<file path="src/rtl/alarm_annunciator.sv">
// Alarm annunciator: turns the security-FSM status word into siren and LED
// drive. It provides an entry-delay countdown, a siren timeout, user silence
// and a saturating count of siren activations.
// Optional build macro SIREN_PULSE_EN: when defined, the siren is pulsed at
// the blink rate instead of being driven steadily.
module alarm_annunciator #(
    parameter int DELAY_CYC = 16,
    parameter int SIREN_CYC = 64,
    parameter int BLINK_DIV = 4,
    parameter int CNT_W     = 8
) (
    input  logic       clk,
    input  logic       rst_n,
    input  logic [2:0] status_i,
    input  logic       silence_i,
    output logic       siren_o,
    output logic       led_power_o,
    output logic       led_armed_o,
    output logic       led_alert_o,
    output logic [3:0] alarm_count_o
);

    localparam logic [2:0] S_IDLE     = 3'd0;
    localparam logic [2:0] S_PREALARM = 3'd1;
    localparam logic [2:0] S_SIREN    = 3'd2;
    localparam logic [2:0] S_HOLDOFF  = 3'd3;
    localparam logic [2:0] S_CHIME    = 3'd4;

    localparam int               BLINK_W    = (BLINK_DIV > 1) ? $clog2(BLINK_DIV) : 1;
    localparam logic [BLINK_W-1:0] BLINK_LAST = BLINK_W'(BLINK_DIV - 1);
    localparam logic [CNT_W-1:0] DELAY_LOAD = CNT_W'(DELAY_CYC - 1);
    localparam logic [CNT_W-1:0] SIREN_LOAD = CNT_W'(SIREN_CYC - 1);
    localparam logic [CNT_W-1:0] CNT_ONE    = CNT_W'(1);

    logic [2:0]         statMeta_q;
    logic [2:0]         statSync_q;
    logic [BLINK_W-1:0] blinkCnt_q, blinkCnt_d;
    logic               blinkPhase_q, blinkPhase_d;
    logic [2:0]         state_q, state_d;
    logic [CNT_W-1:0]   cnt_q, cnt_d;
    logic [3:0]         alarmCnt_q, alarmCnt_d;

    logic pwr;
    logic arm;
    logic trg;

    assign pwr = statSync_q[2];
    assign arm = statSync_q[1];
    assign trg = statSync_q[0];

    // Two-flop resynchroniser for the asynchronous status word.
    always_ff @(posedge clk or negedge rst_n) begin
        if (!rst_n) begin
            statMeta_q <= 3'b000;
            statSync_q <= 3'b000;
        end else begin
            statMeta_q <= status_i;
            statSync_q <= statMeta_q;
        end
    end

    // Free-running blink divider; phase flips each time the divider wraps.
    always_comb begin
        blinkCnt_d   = blinkCnt_q + BLINK_W'(1);
        blinkPhase_d = blinkPhase_q;
        if (blinkCnt_q == BLINK_LAST) begin
            blinkCnt_d   = '0;
            blinkPhase_d = ~blinkPhase_q;
        end
    end

    // Next-state logic: power loss overrides everything, then per-state rules.
    always_comb begin
        state_d    = state_q;
        cnt_d      = cnt_q;
        alarmCnt_d = alarmCnt_q;
        if (!pwr) begin
            state_d = S_IDLE;
        end else begin
            case (state_q)
                S_IDLE: begin
                    if (trg && arm) begin
                        state_d = S_PREALARM;
                        cnt_d   = DELAY_LOAD;
                    end else if (trg) begin
                        state_d = S_CHIME;
                    end
                end
                S_PREALARM: begin
                    if (!trg) begin
                        state_d = S_IDLE;
                    end else if (cnt_q == '0) begin
                        state_d = S_SIREN;
                        cnt_d   = SIREN_LOAD;
                        if (alarmCnt_q != 4'hF) begin
                            alarmCnt_d = alarmCnt_q + 4'd1;
                        end
                    end else begin
                        cnt_d = cnt_q - CNT_ONE;
                    end
                end
                S_SIREN: begin
                    if (!trg) begin
                        state_d = S_IDLE;
                    end else if (silence_i || (cnt_q == '0)) begin
                        state_d = S_HOLDOFF;
                    end else begin
                        cnt_d = cnt_q - CNT_ONE;
                    end
                end
                S_HOLDOFF: begin
                    if (!trg) begin
                        state_d = S_IDLE;
                    end
                end
                S_CHIME: begin
                    if (!trg) begin
                        state_d = S_IDLE;
                    end else if (arm) begin
                        state_d = S_PREALARM;
                        cnt_d   = DELAY_LOAD;
                    end
                end
                default: begin
                    state_d = S_IDLE;
                end
            endcase
        end
    end

    // State, shared down-counter, event counter and blink registers.
    always_ff @(posedge clk or negedge rst_n) begin
        if (!rst_n) begin
            state_q      <= S_IDLE;
            cnt_q        <= '0;
            alarmCnt_q   <= 4'd0;
            blinkCnt_q   <= '0;
            blinkPhase_q <= 1'b0;
        end else begin
            state_q      <= state_d;
            cnt_q        <= cnt_d;
            alarmCnt_q   <= alarmCnt_d;
            blinkCnt_q   <= blinkCnt_d;
            blinkPhase_q <= blinkPhase_d;
        end
    end

    // Output decode from the registered state.
    always_comb begin
`ifdef SIREN_PULSE_EN
        siren_o = (state_q == S_SIREN) && blinkPhase_q;
`else
        siren_o = (state_q == S_SIREN);
`endif
        case (state_q)
            S_PREALARM, S_CHIME: led_alert_o = blinkPhase_q;
            S_SIREN, S_HOLDOFF:  led_alert_o = 1'b1;
            default:             led_alert_o = 1'b0;
        endcase
    end

    assign led_power_o   = pwr;
    assign led_armed_o   = arm;
    assign alarm_count_o = alarmCnt_q;

endmodule

</file>
<file path="config.mk">
export PLATFORM = sky130hd
export DESIGN_NAME = alarm_annunciator
export DESIGN_NICKNAME = d
export VERILOG_FILES = /design/src/rtl/alarm_annunciator.sv
export SDC_FILE = /design/constraint.sdc
export NUM_CORES = 1
export LEC_CHECK = 0
export CAP_MARGIN = 40
export CORE_MARGIN = 3
export CORE_UTILIZATION = 37
export DETAILED_ROUTE_END_ITERATION = 16
export RECOVER_POWER = 50
export SLEW_MARGIN = 20
export SYNTH_ARGS = -nofsm -noshare
export SYNTH_HDL_FRONTEND = slang
export SYNTH_SLANG_ARGS = --single-unit
</file>
<file path="constraint.sdc">
create_clock -name clk -period 3.4 [get_ports clk]
set_input_delay 0.34 -clock clk [delete_from_list [all_inputs] [get_ports clk]]
set_output_delay 0.34 -clock clk [all_outputs]
set_load 0.01 [all_outputs]
</file>
After elaboration in Yosys (flattened, before gate mapping)
Index checks and enable logic that the tools add are counted.
{ "op_classes": {"addsub": 3, "eq_ne": 17, "mux": 21, "bitwise_logic": 1, "reduce_logical": 10} }
{ "ops": {"columns": ["operator", "count"], "rows": [
  ["8-bit two-way mux", 7],
  ["8-bit one-hot mux with 4 select lines", 1],
  ["3-bit two-way mux", 10],
  ["4-bit != test, second input constant", 4],
  ["3-bit one-hot mux with 5 select lines", 1],
  ["2-bit != test, second input constant", 5],
  ["5-bit AND reduction", 2],
  ["8-bit zero test", 1],
  ["8-bit AND reduction", 1],
  ["8-bit by 1-bit subtractor with 8-bit output, second input constant", 1],
  ["3-bit by 2-bit == test with 1-bit output, second input constant", 2],
  ["4-bit by 1-bit adder with 4-bit output, second input constant", 1],
  ["4-bit by 3-bit != test with 1-bit output, second input constant", 1],
  ["4-bit nonzero test", 1],
  ["2-bit OR reduction", 2],
  ["3-bit by 1-bit == test with 1-bit output, second input constant", 1],
  ["3-bit == test, second input constant", 1],
  ["3-bit zero test", 1],
  ["3-bit != test, second input constant", 1],
  ["2-bit by 1-bit adder with 2-bit output, second input constant", 1],
  ["2-bit == test, second input constant", 1],
  ["2-bit two-way mux", 1],
  ["2-bit by 1-bit != test with 1-bit output, second input constant", 1],
  ["1-bit one-hot mux with 2 select lines", 1],
  ["3 further kinds", 3]
]} }
{ "word_totals": {"register_bits": 24, "inputBits": 6, "output_inout_bits": 8, "word_cells": 59} }

Depth between registers and ports, before layout
{ "depth": {"word_depth": 6, "mapped_depth": 8, "mapped_depth_nobuf": 7} }

Worst setup path before layout
OpenSTA, ideal clock, no wires.
{ "synth_timing": {"kind": "register to register", "from": "register cnt_q[0]", "to": "register alarmCnt_q[1] (netlist: alarm_count_o[1])", "setup_ns": 0.125, "arrival_time_ns": 2.349, "required_time_ns": 3.275, "path_slack_ns": 0.927, "path_stages_with_launch": 8, "path_buffers": 1, "period_less_slack_ns": 2.473, "path_cell_list": "dfrtp_1 inv_1 ha_1 or4b_4 or4_1 buf_2 nor4_4 mux2_2"} }
{ "synth_via": {"elab_chain_len": 2} }
{ "synth_lines": {"columns": ["item", "line", "source"], "rows": [
  ["start: declaration", "40", "logic [CNT_W-1:0] cnt_q, cnt_d;"],
  ["start signal: assignment", "141", "cnt_q <= cnt_d;"],
  ["8-bit zero test", "92", "end else if (cnt_q == '0) begin"],
  ["5-bit AND reduction (no line)", null, null],
  ["end signal: assignment", "142", "alarmCnt_q <= alarmCnt_d;"],
  ["end: declaration", "41", "logic [3:0] alarmCnt_q, alarmCnt_d;"]
]} }
No other way between the ends.
A chain may end at the register's enable or synchronous reset.

Worst setup path after layout
Ends and elaborated chain as after synthesis.

==> impl_results.md <==
* Status: finished clean
* Post-synthesis compound-gate area fraction at 0.1600
* PostCTS Resize Cnt at 0
* Inserted Diodes at 0
* Design area at 1329 um^2
* Final HPWL DP at 1503 um
* Post-synth ARST share at 1.000
* Adder-cell share of the synthesized area at 0.03333
* Synth area leader: dfrtp_1
* Post-synthesis xor/xnor area fraction at 0.03111
* Post-Syn Area at 1126 um^2
* Clock Latency Late Sink at 310 ps
* Clock Skew at 5.945 ps
* Initial antenna violation count at 0
* Die area at 3741 um^2
* Fill count at 282
* Layout cells sized above 1 at 0.1102
* Synthesis-stage register bit count at 24
* Total GRT Usage at 0.1247
* CP max-delay cell: or4_1
* Synth top area cells: dfrtp_1 (53%), a21oi_1 (4.4%), ha_1 (3.3%)
* Via count at 822
* CTS Buf Count at 3
* Placed Area at 1287 um^2
* RSZ-0062 raised after global routing: no
* Reg2Reg Launch Point: cnt_q[0]
* Hold Worst Slack at 369.6 ps
* FMAX at 376.6 MHz
* Yosys top cell area share at 0.5333
* Type of the worst setup path: reg2reg
* CP startpoint: cnt_q[0]
* Nets at 128
* Util after Layout at 0.4697
* P&R area growth vs syn at 18.00%
* Clock sink count at 24
* Cts-stage hold buffer count at 0
* R2R Setup Slk at 740 ps
* Worst R2R Path Depth at 6
* Mux cell area share after synthesis at 0.01000
* WL met2 at 845 um
* I/O Pins at 14
* Largest family of logic cells by synthesized area: simple AND/OR/NAND/NOR gates
* Tightest Pin Transition at 732.0 ps
* Vias in the first global route at 831
* Critical path fanouts, max at 5
* Arrival @ worst endpoint at 2870 ps
* Cell Pwr Density at 429.1 nW/um^2
* Setup Buffers After CTS at 0
* Leakage Power at 0.5605 nW
* Clk slew on worst S/H paths at 130 ps
* Worst endpoint required time at 3620 ps
* Worst setup endpoint: alarm_count_o[1]
* Metal3 WL at 91 um
* Syn_area_per_cell at 10.93 um^2
* Largest net degree at the start of global routing at 15
* Mean routed wirelength per cell at 13.18 um
* DR top layer: met3
* IO buf count at 13
* Initial Utilization at 0.3981
* Max Slew Vio Count at 0
* Routed WL at 1964 um
* Syn nets at 112
* Fin crit share at 0.7810
* Post-Synth Simple-Gate Area at 0.2056
* GRT overflow at 0
* 1st-iter DRT viols at 39
* Max Cap Viol at 0
* ANT nets after route at 0
* Hold Fails Final Rpt at 0
* Ys flop type: dfrtp_1
* H-tree Lvls at 1
* Core area at 2829 um^2
* WL met1 at 1027 um
* Setup TNS at 0 ps
* DRC viols at 0
* Row Count at 19
* CP Launch Type: register
* Min Clock Period, post-route at 2655 ps
* Critical path cell sequence: inv_1 -> ha_1 -> or4b_4 -> or4_1 -> nor4_4 -> mux2_2
* Yosys Warn Count at 0
* CP endpoint kind: register
* Final-report setup violation count at 0
* Seq/Total Area, Yosys at 0.5333
* Root buffer cell: clkbuf_4
* Yosys cell types at 39
* First-pass GRT wire length at 3519 um
* Worst R2R End: alarm_count_o[1]
* Drt first pass iters at 4
* Number of enable flip-flop cells after synthesis at 0
* Clk buf depth at 2
* Final Wtd Congestion at 0.8274
* Die Ht at 61.17 um
* Max stage delay on crit path at 580 ps
* Peak supply drop at 0.3779 mV
* Chip width at 61.17 um
* Hold WC Path Type: reg2reg
* Vias per cell at 5.517
* Relative slew slack at 0.5120
* CTS tree: built
* Gate Count Post-Synth at 103
[logic make-up after synthesis]
group	Yosys count
mux	1
compound gates	27
simple gates	39
buf+inv	5
flops	24
fa+ha+maj	3
xor+xnor	4
[through the flow]
stage	power, mW	setup WS (ps)	instances
finish	0.5702	744.6	149
global route	0.6026	589.2	149
CTS	0.5825	735.5	149
detailed placement	0.3765	761.2	145
global placement	0.3721	829.5	144
floorplan	0.3527	926.5	103
[power by group]
| part | internal (mW) | total [mW] | switching [mW] |
|---|---|---|---|
| Combinational | 0.0255 | 0.0503 | 0.0247 |
| Clock | 0.119 | 0.202 | 0.0832 |
| Sequential | 0.299 | 0.318 | 0.0183 |
| Total | 0.444 | 0.570 | 0.126 |
[state kept, by name (all words and copies together), names as in the netlist]
name,count
alarm_count_o,4
blinkCnt_q,2
statSync_q,3
blinkPhase_q,1
state_q,3
cnt_q,8
statMeta_q,3
[layer usage]
metal | global-route usage | up-vias
met5 | 0 | -
met2 | 0.1949 | 17
met1 | 0.1735 | 396
met3 | 0.03983 | 0
li1 | - | 409
met4 | 0.01858 | 0
[final cells by class]
class / count / area [um^2] / area share
sequential: 24 / 600.6 / 0.4520
multi-input combinational: 74 / 495.5 / 0.3729
timing repair buffer: 14 / 133.9 / 0.1008
tap: 31 / 38.79 / 0.02919
clock inverter: 1 / 30.03 / 0.02260
clock buffer: 3 / 22.52 / 0.01695
inverter: 2 / 7.507 / 0.005650
[how the worst min path moves through the flow]
stage | start | end | slack (ps) | depth (start not counted)
after floorplan | rst_n | alarm_count_o[0] | 40 | 0
after global placement | statMeta_q[0] | statSync_q[0] | 330 | 0
after detailed placement | statMeta_q[0] | statSync_q[0] | 350 | 0
after CTS | rst_n | cnt_q[0] | 360 | 1
after global routing | statMeta_q[2] | statSync_q[2] | 380 | 0
final | statMeta_q[0] | statSync_q[0] | 370 | 0
[worst max-delay path, delay by kind of cell (launching register included)]
kind,cells,cell delay [ps]
DFF,1,440
buffers and inverters,1,70
muxes,1,370
and+or+nand+nor,3,1490
adders and majority gates,1,200
[synthesized netlist by cell type (2+ instances only)]
cell type,number
nor2_1,10
xnor2_1,2
a21oi_1,10
o21ai_0,4
ha_1,3
nor4_1,2
dfrtp_1,24
o22ai_1,2
nand2b_1,3
nor3_1,3
nand3_1,2
a31oi_1,2
nand2_1,7
o21a_1,2
xor2_1,2
inv_1,2
[placed cells by master (no fill, tap or decap), types with 2 or more instances in the layout]
| master | n |
|---|---|
| dfrtp_1 | 24 |
| nor2_1 | 10 |
| a21oi_1 | 10 |
| clkdlybuf4s50_1 | 9 |
| nand2_1 | 7 |
| o21ai_0 | 4 |
| dlygate4sd3_1 | 4 |
| nand2b_1 | 3 |
| nor3_1 | 3 |
| ha_1 | 3 |
| clkbuf_4 | 3 |
| inv_1 | 2 |
| nand3_1 | 2 |
| nor4_1 | 2 |
| o21a_1 | 2 |
| o22ai_1 | 2 |
| a31oi_1 | 2 |
| xnor2_1 | 2 |
| xor2_1 | 2 |
Note: power is estimated with default switching activity, not from simulation.
